[config.mk]
export PLATFORM = sky130hd
export DESIGN_NAME = multicycle_sequencer
export DESIGN_NICKNAME = d
export VERILOG_FILES = /design/src/rtl/multicycle_sequencer.sv
export SDC_FILE = /design/constraint.sdc
export NUM_CORES = 1
export LEC_CHECK = 0
export ABC_CLOCK_PERIOD_IN_PS = 2880
export CORE_MARGIN = 2
export CORE_UTILIZATION = 30
export CTS_BUF_LIST = sky130_fd_sc_hd__clkbuf_16
export DETAILED_ROUTE_END_ITERATION = 8
export GPL_TIMING_DRIVEN = 0
export PLACE_DENSITY = 0.6
export SLEW_MARGIN = 10
export SYNTH_ARGS = -nofsm -noshare
export SYNTH_HDL_FRONTEND = slang
export SYNTH_SLANG_ARGS = --single-unit
[constraint.sdc]
create_clock -name clk -period 2.88 [get_ports clk]
set_clock_uncertainty 0.05 [all_clocks]
set_input_delay 0.576 -clock clk [delete_from_list [all_inputs] [get_ports clk]]
set_output_delay 0.576 -clock clk [all_outputs]
set_load 0.05 [all_outputs]
[src/rtl/multicycle_sequencer.sv]
// multicycle_sequencer
//   Multi-cycle control FSM for the non-pipelined LEGv8 core. Each instruction is
//   stepped through FETCH/DECODE/EXECUTE/MEMORY/WRITEBACK. The FSM drives the datapath
//   enables and handshakes with instruction and data memory.
// Ports
//   clk, reset          single rising-edge clock, synchronous active-high reset
//   instruction[31:0]   IR contents; the opcode field is instruction[31:21]
//   alu_zero            ALU zero flag, used by CBZ in EXECUTE
//   imem_req/imem_ack   instruction fetch handshake; ir_write = req & ack
//   dmem_req/dmem_we    data access request, we=1 for store
//   dmem_ack            data access complete
//   alu_en, reg_write, mem_to_reg, pc_write, pc_src   datapath controls
//   halted, fault[1:0]  stop indication: 01 illegal, 10 imem timeout, 11 dmem timeout
//   retired_count       completed instructions, wraps
//   state[2:0]          FETCH=0 DECODE=1 EXECUTE=2 MEMORY=3 WRITEBACK=4 HALT=5
module multicycle_sequencer #(
  parameter int CNT_W       = 32,
  parameter int MEM_TIMEOUT = 255
) (
  input  logic             clk,
  input  logic             reset,
  input  logic [31:0]      instruction,
  input  logic             alu_zero,
  output logic             imem_req,
  input  logic             imem_ack,
  output logic             dmem_req,
  output logic             dmem_we,
  input  logic             dmem_ack,
  output logic             ir_write,
  output logic             alu_en,
  output logic             reg_write,
  output logic             mem_to_reg,
  output logic             pc_write,
  output logic             pc_src,
  output logic             halted,
  output logic [1:0]       fault,
  output logic [CNT_W-1:0] retired_count,
  output logic [2:0]       state
);

  typedef enum logic [2:0] {
    S_FETCH = 3'd0, S_DECODE = 3'd1, S_EXECUTE = 3'd2,
    S_MEMORY = 3'd3, S_WRITEBACK = 3'd4, S_HALT = 3'd5
  } state_t;

  typedef enum logic [2:0] {
    C_R, C_I, C_LDUR, C_STUR, C_CBZ, C_B, C_ILL
  } class_t;

  // Timeout counter only needs to reach MEM_TIMEOUT.
  localparam int TW = (MEM_TIMEOUT < 2) ? 1 : $clog2(MEM_TIMEOUT + 1);

  state_t           state_q;
  class_t           cls_q;
  logic [1:0]       fault_q;
  logic [TW-1:0]    tcnt;
  logic [TW-1:0]    tcnt_inc;
  logic             tmo_hit;
  logic [CNT_W-1:0] retired_q;
  logic             pc_write_i;
  logic             pc_src_i;
  logic             unused_bits;

  assign unused_bits = ^instruction[20:0];

  // LEGv8 11-bit opcode classes on instruction[31:21].
  function automatic class_t classify(input logic [10:0] op);
    class_t c;
    casez (op)
      11'b10001011000, 11'b11001011000, 11'b10001010000, 11'b10101010000,
      11'b11001010000, 11'b11010011011, 11'b11010011010: c = C_R;
      11'b1001000100?, 11'b1001001000?, 11'b1101001000?,
      11'b1011001000?, 11'b1101000100?:                  c = C_I;
      11'b11111000010:                                   c = C_LDUR;
      11'b11111000000:                                   c = C_STUR;
      11'b10110100???:                                   c = C_CBZ;
      11'b000101?????:                                   c = C_B;
      default:                                           c = C_ILL;
    endcase
    return c;
  endfunction

  // The ack in the cycle the count would reach the limit takes priority over the timeout.
  assign tcnt_inc = tcnt + TW'(1);
  assign tmo_hit  = (MEM_TIMEOUT != 0) && (tcnt_inc == TW'(MEM_TIMEOUT));

  always_comb begin
    pc_write_i = 1'b0;
    pc_src_i   = 1'b0;
    case (state_q)
      S_EXECUTE: begin
        if (cls_q == C_B) begin
          pc_write_i = 1'b1;
          pc_src_i   = 1'b1;
        end else if (cls_q == C_CBZ) begin
          pc_write_i = 1'b1;
          pc_src_i   = alu_zero;
        end
      end
      S_MEMORY:    pc_write_i = (cls_q == C_STUR) && dmem_ack;
      S_WRITEBACK: pc_write_i = 1'b1;
      default: ;
    endcase
  end

  always_ff @(posedge clk) begin
    if (reset) begin
      state_q   <= S_FETCH;
      cls_q     <= C_R;
      fault_q   <= 2'b00;
      tcnt      <= '0;
      retired_q <= '0;
    end else begin
      if (pc_write_i) retired_q <= retired_q + CNT_W'(1);
      case (state_q)
        S_FETCH: begin
          if (imem_ack) begin
            state_q <= S_DECODE;
            tcnt    <= '0;
          end else if (tmo_hit) begin
            state_q <= S_HALT;
            fault_q <= 2'b10;
          end else begin
            tcnt <= tcnt_inc;
          end
        end
        S_DECODE: begin
          cls_q <= classify(instruction[31:21]);
          tcnt  <= '0;
          if (classify(instruction[31:21]) == C_ILL) begin
            state_q <= S_HALT;
            fault_q <= 2'b01;
          end else begin
            state_q <= S_EXECUTE;
          end
        end
        S_EXECUTE: begin
          tcnt <= '0;
          case (cls_q)
            C_B, C_CBZ:     state_q <= S_FETCH;
            C_LDUR, C_STUR: state_q <= S_MEMORY;
            default:        state_q <= S_WRITEBACK;
          endcase
        end
        S_MEMORY: begin
          if (dmem_ack) begin
            state_q <= (cls_q == C_STUR) ? S_FETCH : S_WRITEBACK;
            tcnt    <= '0;
          end else if (tmo_hit) begin
            state_q <= S_HALT;
            fault_q <= 2'b11;
          end else begin
            tcnt <= tcnt_inc;
          end
        end
        S_WRITEBACK: begin
          state_q <= S_FETCH;
          tcnt    <= '0;
        end
        default: state_q <= S_HALT;
      endcase
    end
  end

  // Controls are forced low while reset is sampled so an aborted handshake drops at once.
  assign imem_req      = ~reset && (state_q == S_FETCH);
  assign ir_write      = imem_req && imem_ack;
  assign alu_en        = ~reset && (state_q == S_EXECUTE);
  assign dmem_req      = ~reset && (state_q == S_MEMORY);
  assign dmem_we       = dmem_req && (cls_q == C_STUR);
  assign reg_write     = ~reset && (state_q == S_WRITEBACK);
  assign mem_to_reg    = reg_write && (cls_q == C_LDUR);
  assign pc_write      = ~reset && pc_write_i;
  assign pc_src        = ~reset && pc_src_i;
  assign halted        = ~reset && (state_q == S_HALT);
  assign fault         = reset ? 2'b00 : fault_q;
  assign retired_count = reset ? '0 : retired_q;
  assign state         = state_q;

endmodule

# == Word-level counts from Yosys, hierarchy flattened ==
# Index checks and enable logic that the tools add are counted.
# op_classes
n_addsub,2
multipliers,0
div_mod_pow,0
magnitude_cmp,0
n_eq_ne,32
n_shift,0
muxes,28
bitwise_logic,1
reduce_logical,20
# ops
op,count
"11-bit equality test, second input constant",9
"10-bit equality test, second input constant",5
"32-bit by 1-bit adder with 32-bit output, second input constant",1
32-bit 2-to-1 mux,1
8-bit 2-to-1 mux,3
8-bit case mux with 3 select lines,1
3-bit 2-to-1 mux,7
3-bit case mux with 6 select lines,1
"8-bit equality test, second input constant",2
"3-bit equality test, second input constant",5
3-bit case mux with 5 select lines,1
"3-bit by 2-bit equality test with 1-bit output, second input constant",4
2-bit 2-to-1 mux,6
1-bit logical AND,11
"2-bit != test, second input constant",5
"8-bit by 1-bit adder with 8-bit output, second input constant",1
7-bit OR reduction,1
"6-bit by 3-bit equality test with 1-bit output, second input constant",1
2-bit case mux with 3 select lines,1
3-bit case mux with 2 select lines,1
6-bit AND reduction,1
3-bit nonzero test,2
1-bit 2-to-1 mux,5
5-bit OR reduction,1
6 further kinds,7
# word_totals
regBits,48
latch_bits,0
ram_bits,0
mem_bits_ro,0
input_bits,37
n_memories,0

# == Logic depth before layout (Yosys ltp) ==
# depth
depth_word,8
depth_mapped,8

# == Worst setup path after synthesis ==
# Ideal clock, no wire load.
# synth_path
kind,register to output
startpoint,"reg state_q[1], in the netlist state[1]"
endpoint,out pc_src
arrival_time_ps,3145
path_slack_ps,-891
stages_incl_launch_ff,4
path_cell_list,dfxtp_1 > clkbuf_1 > and3_1 > nor4bb_1
# synth_via
elab_chain_cells,3
# synth_lines
element,line,source
"start, declared",53,state_t state_q;
"start signal, assigned",147,state_q <= (cls_q == C_STUR) ? S_FETCH : S_WRITEBACK;
3-bit by 2-bit equality test with 1-bit output,90,case (state_q)
1-bit 2-to-1 mux,90,
1-bit logical AND,174,assign pc_src = ~reset && pc_src_i;
"end, declared",34,"output logic pc_src,"
# Every way passes these cells.

# == Worst setup path in the final report ==
# layout_path
startpoint,in reset
endpoint,out fault[1]
# layout_via
elab_chain_cells,1
# layout_lines
element,line,source
"start, declared",21,"input logic reset,"
2-bit 2-to-1 mux,176,assign fault = reset ? 2'b00 : fault_q;
"end, declared",36,"output logic [1:0] fault,"
# Every way passes these cells.

==> results.cfg <==
[floorplan]
start_util_pct = 30.7
num_rows = 36
die_h_um = 104
core_area_sq_mm = 0.00968
ios = 84
die_x_um = 104
dieArea_sq_mm = 0.0107

[layout]
nets = 498
layout_common_cells = nor2_1, dfxtp_1, nor2b_1
fin_area_sq_mm = 0.00396
syn_to_final_growth_pct = 33.1
final_util_pct = 40.9
drive_above_1_share_pct = 10.0
diodes = 0
layout_commonest_cell = nor2_1

[power_and_ir_drop]
p_int_mw = 1.19
p_per_area_mw_per_mm2 = 417
pwr-share-seq_pct = 43.2
clockPowerShare_pct = 39.8
ir_drop_v = 0.000243
power_mw = 1.65
p_leak_nw = 1.49
p_sw_mw = 0.463
swShare_pct = 28.0
combPwrFrac_pct = 17.0

[worst_setup_path]
required_ns = 2.25
end_kind = primary output
critPathMaxFanout = 10
worstPathArrival_ns = 2.16
critPathKind = in -> out
startpoint_type = primary input

[yosys]
syn_area_sq_mm = 0.00298
yosys_register_bits = 48
synth_warnings = 0
ys_seq_area_share_pct = 32.3
syn_avg_cell_area_sq_um = 7.66
syn_inst = 389
synth_cell_types = 56
synth_edf_count = 0
ys_async_sr_fraction_pct = 0
synth_flop_cell = dfxtp_1
syn_nets = 429

[clock_network]
cts_resized = 71
clk_pin_slew_ns = 0.07
clockBufferDepth = 2
post-cts-setup-buffers = 0
htree_levels = 2
cts_sinks = 48
cts_inserted_buffers = 5
hold_buffers = 0
cts-root-buf = clkbuf_16
clk_latency_ns = 0.29
cts_tree = done

[sta]
finalSetupViolations = 0
max_freq_ghz = 0.359
hold_viol = 0
setup_tns_ns = 0
slew_violations = 0
finalCritPeriodShare_pct = 96.8
slew_headroom_pct = 56.5
worst_pin_slew_ns = 0.653
grt_setup_unrepaired = yes
fin_crit_ns = 2.79

[drt]
vias = 3038
totalWireLength_mm = 8.06
wl_per_cell_um = 13.6
drt-vias-per-instance = 5.13
first_pass_iters = 6
drc = 0
drtIter0Drc = 102
ant_nets = 0

[grt]
grt_antenna_before_repair = 0
grt_pass1_wl_mm = 13.5
grt_pass1_vias = 2885
grtUsageTotal_pct = 15.0
overflow = 0
grt_max_degree = 15

[placement]
place.detailed.hpwl_mm = 5.89
placed_area_sq_mm = 0.00381
io_buffers = 62
gp_congestion = 0.821

[status]
outcome = complete, no violations

[worst_hold_path]
hold_path.class = reg -> reg

[run]
maxCapViolations = 0
[state kept, by name (all words and copies together), names as in the netlist]
signal     cells
fault_q        2
state          3
cls_q          3
retired_q     32
tcnt           8
[per-stage QoR]
step / setup WS (ns) / instances / hold slack (ns)
finish: 0.0921 / 592 / 0.456
global route: -0.0129 / 592 / 0.480
detailed placement: -1.15 / 584 / 0.446
CTS: -0.00843 / 592 / 0.456
global placement: -1.15 / 584 / 0.422
floorplan: -0.140 / 389 / 0.406
[synth_stat cells, types with 5 or more instances]
| library cell | instances | area, sq um |
|---|---|---|
| o21ai_0 | 22 | 110 |
| nand2b_1 | 5 | 31.3 |
| a21oi_1 | 28 | 140 |
| nor3_1 | 16 | 80.1 |
| nor4_1 | 5 | 31.3 |
| nand4_1 | 6 | 37.5 |
| dfxtp_1 | 48 | 961 |
| nor2_1 | 57 | 214 |
| nand2_1 | 23 | 86.3 |
| a211oi_1 | 5 | 37.5 |
| nor2b_1 | 32 | 200 |
| or3_1 | 12 | 75.1 |
| inv_1 | 13 | 48.8 |
| clkbuf_1 | 14 | 52.6 |
| nand3_1 | 13 | 65.1 |
| and3_1 | 7 | 43.8 |
| xnor2_1 | 18 | 158 |
[final timing paths]
| kind | start | end | slack, ns | cells past startpoint |
|---|---|---|---|---|
| setup / recovery | reset | fault[1] | 0.09 | 6 |
| hold reg to reg | retired_q[17] | retired_q[17] | 0.46 | 2 |
| hold / removal | retired_q[17] | retired_q[17] | 0.46 | 2 |
| setup reg to reg | tcnt[1] | tcnt[7] | 0.41 | 8 |
[layer usage]
metal / up-vias / global-route usage, % / wire [um]
met2: 79 / 25.9 / 3880
met5: - / 0 / 0
met3: 12 / 2.33 / 407
met1: 1435 / 19.0 / 3670
li1: 1512 / - / -
met4: 0 / 4.92 / 106
[power groups by stage]
stage	logic, mW	clock network [mW]	registers, mW
3_5_place_dp	0.280	0	0.727
4_1_cts	0.280	0.662	0.713
6_report	0.281	0.658	0.713
3_3_place_gp	0.275	0	0.727
2_1_floorplan	0.176	0	0.732
5_1_grt	0.305	0.690	0.717
[layout make-up]
cell class / instances / area [sq um]
fillers: 1033 / 5720
multi-input cells: 309 / 1940
flip-flops and latches: 48 / 961
repair buffers: 62 / 584
well taps: 133 / 166
clock buffers: 5 / 125
plain buffers: 19 / 101
inverters: 13 / 48.8
clock inverters: 3 / 37.5
[worst max-delay path, stage by stage]
cell and delay [ns]:
clkdlybuf4s50_1 0.52, buf_4 0.23, clkbuf_4 0.22, buf_4 0.20
nor2_1 0.07, clkdlybuf4s15_2 0.33
[logic make-up after synthesis]
group	Yosys count	share of synthesized area, %
AO/OA/AOI/OAI	79	17.6
XOR/XNOR	22	6.47
adder cells (fa/ha/maj)	3	1.26
buffers and inverters	32	4.41
flip-flops	48	32.3
multiplexers	2	0.672
AND/OR/NAND/NOR	203	37.4
Note: power is estimated with default switching activity, not from simulation.
